--- src/rtl/excp_redirect_ctrl.sv ---
// excp_redirect_ctrl: recovery sequencer for WB-stage exceptions and ERET.
// An accepted trigger flushes the pipe (first flush cycle is the trigger
// cycle itself), then holds a redirect to IF until IF accepts it. ID issue is
// blocked for the whole sequence. Also produces the registered masked
// interrupt request that ID uses to tag the next instruction.
//
// Ports:
//   clk, reset          clock, synchronous active-high reset
//   ws_ex_i/ws_eret_i   qualified WB exception / eret pulses
//   ws_excode_i         WB excode, recorded on exception accept
//   cp0_status_i        CP0 Status (IE=0, EXL=1, IM=15:8)
//   cp0_cause_i         CP0 Cause (IP=15:8)
//   cp0_epc_i           CP0 EPC, eret target
//   redirect_ready_i    IF takes the redirect this cycle
//   flush_o             flush all stage valids
//   redirect_valid_o    redirect_pc_o is valid
//   redirect_pc_o       new fetch PC
//   issue_block_o       ID must not issue
//   int_req_o           pending enabled interrupt
//   last_excode_o       excode of last accepted exception
//   ex_cnt_o/eret_cnt_o saturating accepted-event counters
//   err_o               sticky: trigger arrived while busy
module excp_redirect_ctrl #(
  parameter logic [31:0] EX_ENTRY     = 32'hbfc00380,
  parameter int unsigned FLUSH_CYCLES = 1,
  parameter int unsigned CNT_W        = 16
) (
  input  logic             clk,
  input  logic             reset,
  input  logic             ws_ex_i,
  input  logic             ws_eret_i,
  input  logic [4:0]       ws_excode_i,
  input  logic [31:0]      cp0_status_i,
  input  logic [31:0]      cp0_cause_i,
  input  logic [31:0]      cp0_epc_i,
  input  logic             redirect_ready_i,
  output logic             flush_o,
  output logic             redirect_valid_o,
  output logic [31:0]      redirect_pc_o,
  output logic             issue_block_o,
  output logic             int_req_o,
  output logic [4:0]       last_excode_o,
  output logic [CNT_W-1:0] ex_cnt_o,
  output logic [CNT_W-1:0] eret_cnt_o,
  output logic             err_o
);

  // Down-counter covers the flush cycles after the trigger cycle.
  localparam int unsigned    FC_W    = (FLUSH_CYCLES > 2) ? $clog2(FLUSH_CYCLES - 1) : 1;
  localparam logic [FC_W-1:0] FC_LOAD = (FLUSH_CYCLES > 2) ? FC_W'(FLUSH_CYCLES - 2) : '0;

  typedef enum logic [1:0] {
    IDLE  = 2'd0,
    FLUSH = 2'd1,
    REDIR = 2'd2
  } state_e;

  state_e            state_q, state_d;
  logic [FC_W-1:0]   fcnt_q, fcnt_d;
  logic [31:0]       target_q, target_d;
  logic [CNT_W-1:0]  ex_cnt_q, ex_cnt_d;
  logic [CNT_W-1:0]  eret_cnt_q, eret_cnt_d;
  logic [4:0]        excode_q, excode_d;
  logic              err_q, err_d;
  logic              int_req_q, int_req_d;

  logic trigger_c;
  logic accept_c;
  logic flush_c;
  logic block_c;
  logic int_raw_c;
  logic unused_c;

  // State and datapath registers.
  always_ff @(posedge clk) begin
    if (reset) begin
      state_q    <= IDLE;
      fcnt_q     <= '0;
      target_q   <= '0;
      ex_cnt_q   <= '0;
      eret_cnt_q <= '0;
      excode_q   <= '0;
      err_q      <= 1'b0;
      int_req_q  <= 1'b0;
    end else begin
      state_q    <= state_d;
      fcnt_q     <= fcnt_d;
      target_q   <= target_d;
      ex_cnt_q   <= ex_cnt_d;
      eret_cnt_q <= eret_cnt_d;
      excode_q   <= excode_d;
      err_q      <= err_d;
      int_req_q  <= int_req_d;
    end
  end

  // Next-state logic and combinational flush/block.
  always_comb begin
    state_d    = state_q;
    fcnt_d     = fcnt_q;
    target_d   = target_q;
    ex_cnt_d   = ex_cnt_q;
    eret_cnt_d = eret_cnt_q;
    excode_d   = excode_q;
    err_d      = err_q;

    trigger_c = ws_ex_i | ws_eret_i;
    // Gated with reset so every output reads 0 while reset is held.
    accept_c  = (state_q == IDLE) & trigger_c & ~reset;
    flush_c   = accept_c | (state_q == FLUSH);
    block_c   = flush_c | (state_q != IDLE);

    case (state_q)
      IDLE: begin
        if (accept_c) begin
          // Exception wins over eret when both are presented.
          target_d = ws_ex_i ? EX_ENTRY : cp0_epc_i;
          fcnt_d   = FC_LOAD;
          state_d  = (FLUSH_CYCLES > 1) ? FLUSH : REDIR;
          if (ws_ex_i) begin
            excode_d = ws_excode_i;
            if (ex_cnt_q != '1) ex_cnt_d = ex_cnt_q + CNT_W'(1);
          end else if (eret_cnt_q != '1) begin
            eret_cnt_d = eret_cnt_q + CNT_W'(1);
          end
        end
      end
      FLUSH: begin
        if (fcnt_q == '0) state_d = REDIR;
        else              fcnt_d  = fcnt_q - FC_W'(1);
      end
      REDIR: begin
        if (redirect_ready_i) state_d = IDLE;
      end
      default: state_d = IDLE;
    endcase

    // A trigger while busy is dropped but remembered.
    if (trigger_c && (state_q != IDLE)) err_d = 1'b1;

    int_raw_c = (|(cp0_cause_i[15:8] & cp0_status_i[15:8])) & cp0_status_i[0] & ~cp0_status_i[1];
    int_req_d = int_raw_c & ~block_c;
  end

  assign flush_o          = flush_c;
  assign issue_block_o    = block_c;
  assign redirect_valid_o = (state_q == REDIR);
  assign redirect_pc_o    = (state_q == REDIR) ? target_q : '0;
  assign int_req_o        = int_req_q & ~block_c;
  assign last_excode_o    = excode_q;
  assign ex_cnt_o         = ex_cnt_q;
  assign eret_cnt_o       = eret_cnt_q;
  assign err_o            = err_q;

  // CP0 fields not involved in the interrupt decision.
  assign unused_c = ^{cp0_status_i[31:16], cp0_status_i[7:2], cp0_cause_i[31:16], cp0_cause_i[7:0]};

endmodule
--- config.mk ---
export PLATFORM = sky130hd
export DESIGN_NAME = excp_redirect_ctrl
export DESIGN_NICKNAME = d
export VERILOG_FILES = /design/src/rtl/excp_redirect_ctrl.sv
export SDC_FILE = /design/constraint.sdc
export NUM_CORES = 1
export LEC_CHECK = 0
export BUFFER_PORTS_ARGS = -buffer_cell sky130_fd_sc_hd__buf_2
export CAP_MARGIN = 0
export CORE_MARGIN = 4
export CORE_UTILIZATION = 48
export CTS_CLUSTER_SIZE = 40
export DETAILED_ROUTE_END_ITERATION = 7
export PLACE_DENSITY = 0.85
export SETUP_SLACK_MARGIN = 0.02
export SYNTH_ARGS = -nofsm -noshare
export SYNTH_HDL_FRONTEND = slang
export SYNTH_SLANG_ARGS = --single-unit
--- constraint.sdc ---
create_clock -name clk -period 3.9 [get_ports clk]
set_input_delay 0 -clock clk [delete_from_list [all_inputs] [get_ports clk]]
set_output_delay 0 -clock clk [all_outputs]
set_load 0.02 [all_outputs]
# [Word level (Yosys, flattened, before mapping)]
# Index checks and enable logic that the tools add are counted.
[op_classes] add_sub_neg=3 n_eq_ne=7 mux=9 bitwise_logic=14 n_reduce_logical=11
[op_table] operator="32-bit two-way mux" count=2
[op_table] operator="16-bit by 1-bit adder with 16-bit output (second input constant)" count=2
[op_table] operator="16-bit inequality test (second input constant)" count=2
[op_table] operator="8-bit AND" count=1
[op_table] operator="4-bit AND reduction" count=2
[op_table] operator="8-bit OR reduction" count=1
[op_table] operator="1-bit AND" count=6
[op_table] operator="2-bit two-way mux" count=3
[op_table] operator="2-bit inequality test (second input constant)" count=3
[op_table] operator="2-bit one-hot mux with 3 select lines" count=1
[op_table] operator="3-bit AND reduction" count=2
[op_table] operator="1-bit NOT" count=4
[op_table] operator="2-bit AND reduction" count=2
[op_table] operator="2-bit nonzero test" count=2
[op_table] operator="1-bit bitwise OR" count=3
[op_table] operator="2-bit by 1-bit == test with 1-bit output (second input constant)" count=1
[op_table] operator="2-bit == test (second input constant)" count=1
[op_table] operator="2-bit logical NOT" count=1
[op_table] operator="1-bit two-way mux" count=2
[op_table] operator="1-bit one-hot mux with 2 select lines" count=1
[op_table] operator="1-bit logical AND" count=1
[op_table] operator="1-bit subtractor (second input constant)" count=1
[word_totals] reg_bits=74 inputBits=106

# [Longest topological paths before layout]
[depth] depth_word=7 ltp_mapped=6

# [Worst setup path before layout]
# OpenSTA, ideal clock, no wires.
[synth_path] path_kind="register to register" startpoint="register ex_cnt_q[8], in the netlist ex_cnt_o[8]" endpoint="register ex_cnt_q[11], in the netlist ex_cnt_o[11]" setup_ps=70 arrival_ps=1808 required_time_ps=3830 setup_slack_ps=2022 stages_incl_launch_ff=5 path_buffers=0 period_less_slack_ps=1878 cell_sequence="dfxtp_1 nand2_1 or4_4 or4_1 a21oi_1"
[synth_via] elab_chain_len=2 elab_cells_between_ends=3 classes_between="1 x add/sub; 1 x eq/ne; 1 x reduce/logical"
[synth_rtl] element="start: declaration" line="61" rtl="logic [CNT_W-1:0] ex_cnt_q, ex_cnt_d;"
[synth_rtl] element="start signal: assignment" line="89" rtl="ex_cnt_q <= ex_cnt_d;"
[synth_rtl] element="parallel branches: the longest is 2 deep, another holds 16-bit by 1-bit adder with 16-bit output"
# Parallel ways; which one is timed is not known.
# A chain may end at the register's enable or synchronous reset.

# [Worst setup path after layout]
[layout_path] startpoint="register state_q[1]" endpoint="register int_req_q"
[layout_via] elab_chain_len=7 elab_cells_between_ends=9 classes_between="1 x eq/ne; 6 x bitwise; 2 x reduce/logical"
[layout_rtl] element="start: declaration" line="58" rtl="state_e state_q, state_d;"
[layout_rtl] element="start signal: assignment" line="86" rtl="state_q <= state_d;"
[layout_rtl] element="2-bit logical NOT" line="109" rtl="accept_c = (state_q == IDLE) & trigger_c & ~reset;"
[layout_rtl] element="1-bit AND (2 in series)" line="109"
[layout_rtl] element="1-bit bitwise OR" line="110" rtl="flush_c = accept_c | (state_q == FLUSH);"
[layout_rtl] element="1-bit bitwise OR *" line="111" rtl="block_c = flush_c | (state_q != IDLE);"
[layout_rtl] element="1-bit NOT *" line="142" rtl="int_req_d = int_raw_c & ~block_c;"
[layout_rtl] element="1-bit AND *" line="142"
[layout_rtl] element="end signal: assignment" line="93" rtl="int_req_q <= int_req_d;"
[layout_rtl] element="end: declaration" line="65" rtl="logic int_req_q, int_req_d;"
# Every way passes the cells marked *; elsewhere a longest branch is shown, timed or not.

==> results.md <==
- Status: finished, final reports clean
- Final ANT Viol Nets: 0
- Final wirelength: 10.0 mm
- Final Cell Area: 4640 um^2
- CP Capture Type: flip-flop
- WP data arrival: 3100 ps
- Footprint of the multi-input gates: 1710 um^2
- Uppermost layer routed: met4
- Vias/cell: 5.75
- Met3 wire length: 597 um
- ANT cells: 0
- Yosys top cell area share: 0.440
- Die Area: 8210 um^2
- Leakage Power: 0.00203 uW
- RSZ-0062 raised after global routing: no
- IO Port Bufs: 133
- Yosys reg bits: 72
- GR Overflow Total: 0
- Crit Reg-Reg Endpoint: int_req_q
- Share of cells above drive strength 1: 0.284
- Final Cycle Share: 0.739
- Syn Inst Count: 393
- Worst setup SP type: flip-flop
- Effective utilization at floorplan: 0.505
- Clk pin slew, worst setup/hold paths: 80 ps
- R2r worst-path depth: 5
- DP Area: 4000 um^2
- CP Data Required Time: 4120 ps
- Setup violators final: 0
- Dominant cell type by area after synthesis: dfxtp_1
- Critical path type: reg2reg
- Hold path endpoint: target_q[4]
- Top cells by area in the synthesized netlist: dfxtp_1 (44%), and2_1 (6.3%), a21oi_1 (5.2%)
- Synth warnings: 0
- Fin Setup TNS: 0 ps
- Most common library cells after synthesis: dfxtp_1 (72), nor2_1 (41), nand2_1 (37), a21oi_1 (34), and2_1 (33)
- Cts bufs inserted: 9
- Async SR Flop Fraction: 0
- CTS tree: built
- GPL Wtd Cong: 0.879
- Final Skew: 5.12 ps
- First-pass GRT wire length: 16.6 mm
- H-tree levels: 3
- Pin count of the biggest net entering global routing: 45
- First DRT Iteration DRCs: 161
- Post-Syn Nets: 501
- Hpwl dp: 6.41 mm
- Via count: 3721
- CP max FO: 41
- Die width: 90.6 um
- Clock Sinks: 72
- # rows: 29
- Slew Viols, Final: 0
- Fin crit period: 2880 ps
- Area Growth Syn to Fin: 41.5%
- Sequential-to-total area share from yosys stat: 0.440
- Achievable Freq: 347 MHz
- Measured slew at the worst slew-check pin: 1190 ps
- Drt drc: 0
- Layout filler cell count: 510
- Met2 WL post-DR: 5.15 mm
- Fin. Hold Viols: 0
- DR pass1 iterations: 5
- Worst-skew pair later-pin latency: 330 ps
- # hold bufs at CTS: 44
- EDFF count, synth: 0
- Worst hold stages: 2
- Die height: 90.6 um
- RR Startpoint: state_q[1]
- Routed length per instance: 15.5 um
- Hold WC Path Type: in2reg
- Vias in the first global route: 3592
- Post-CTS sizing: 0
- Library cells used by synthesis: 48
- I/O pins: 180
- IR Drop Worst-Case VDD: 0.251 mV
- Pwr/cell area: 346 nW/um^2
- Deepest clock path buffer count: 2
- Core area: 6490 um^2
- Root Buffer Master: clkbuf_8
- GRT Util Overall: 0.243
- Fin nets: 673
- Ys flop type: dfxtp_1
- FF/Latch Area: 1440 um^2
- Critical path origin: state_q[1]
- Syn Area/Cell: 8.34 um^2
- Setup repair bufs after CTS: 0
- Antenna violations before repair: 0
- Cell area after synthesis: 3280 um^2
- M1 WL: 4.00 mm
- Top-count cell post-synth: dfxtp_1
- Worst hold start: reset
- R2r setup slk: 1020 ps
- Max Cap Violations: 0
- Slew headroom: 0.206
[flip-flops by register name, summed over array words and instances, names as in the netlist]
| name | flops |
|---|---|
| ex_cnt_o | 16 |
| int_req_q | 1 |
| target_q | 32 |
| state_q | 1 |
| last_excode_o | 5 |
| err_o | 1 |
| eret_cnt_o | 16 |
[power by group]
group | internal (uW) | switching [uW] | total, uW
clock | 329 | 268 | 598
combinational | 98.8 | 114 | 213
sequential | 766 | 27.4 | 794
[cells in the final DEF, fill, tap and decap left out, drive strengths merged, types with 2 or more instances in the layout]
master       count
a31oi            4
and3             4
nand2           37
and4             2
and2            33
o21ai           15
inv              9
ha               2
clkbuf          13
nand4           12
o41ai            4
dlygate4sd3     44
nor4             6
a21oi           34
o31a             2
a211oi           2
a22oi           22
o2111ai          2
nand3b           2
nor2            41
or4              9
or3             10
or2              2
o31ai           11
buf            139
o311ai           4
nand3           11
clkinv           2
nor3             5
dfxtp           72
[worst max-delay path, stage by stage (launching register included)]
cell and delay, ps:
dfxtp_1 1110, nor2_1 280, nand4b_1 200, dlygate4sd3_1 560, a31oi_1 40, dlygate4sd3_1 570
[final cells by class]
cell class / count / area share
Sequential cell: 72 / 0.311
Tap cell: 77 / 0.0208
Timing Repair Buffer: 183 / 0.248
Clock buffer: 13 / 0.0343
Clock inverter: 3 / 0.00864
Multi-Input combinational cell: 290 / 0.370
Inverter: 9 / 0.00729
[cell families after synthesis]
group | count (synthesis) | synth area share
AND/OR/NAND/NOR | 181 | 0.300
buffers and inverters | 31 | 0.0382
XOR/XNOR | 2 | 0.00535
flip-flops | 72 | 0.440
adder cells (fa/ha/maj) | 2 | 0.00764
multiplexers | 2 | 0.00649
AO/OA/AOI/OAI | 103 | 0.202
[routing by layer]
layer,vias up,GRT usage
li1,1789,-
met1,1752,0.284
met2,154,0.423
met3,26,0.0417
met4,0,0.124
met5,-,0
[worst max path at each step]
stage	to	slack (ps)	depth (start not counted)
final	int_req_q	1020	5
after global placement	eret_cnt_o[4]	1480	4
after detailed placement	eret_cnt_o[6]	1460	4
after floorplan	ex_cnt_o[11]	2020	4
after global routing	int_req_q	840	5
after CTS	int_req_q	1060	5
[per-stage QoR]
step | worst slack (ps) | hold WS, ps | power (uW) | instances | util
CTS | 1060 | 1.55 | 1610 | 647 | 0.714
detailed placement | 1460 | 203 | 987 | 587 | 0.615
floorplan | 2020 | 109 | 910 | 393 | -
global route | 841 | 34.6 | 1660 | 647 | 0.714
finish | 1020 | 16.1 | 1600 | 647 | 0.714
global placement | 1480 | 194 | 982 | 587 | 0.615
Power figures use the tool's default switching activity.
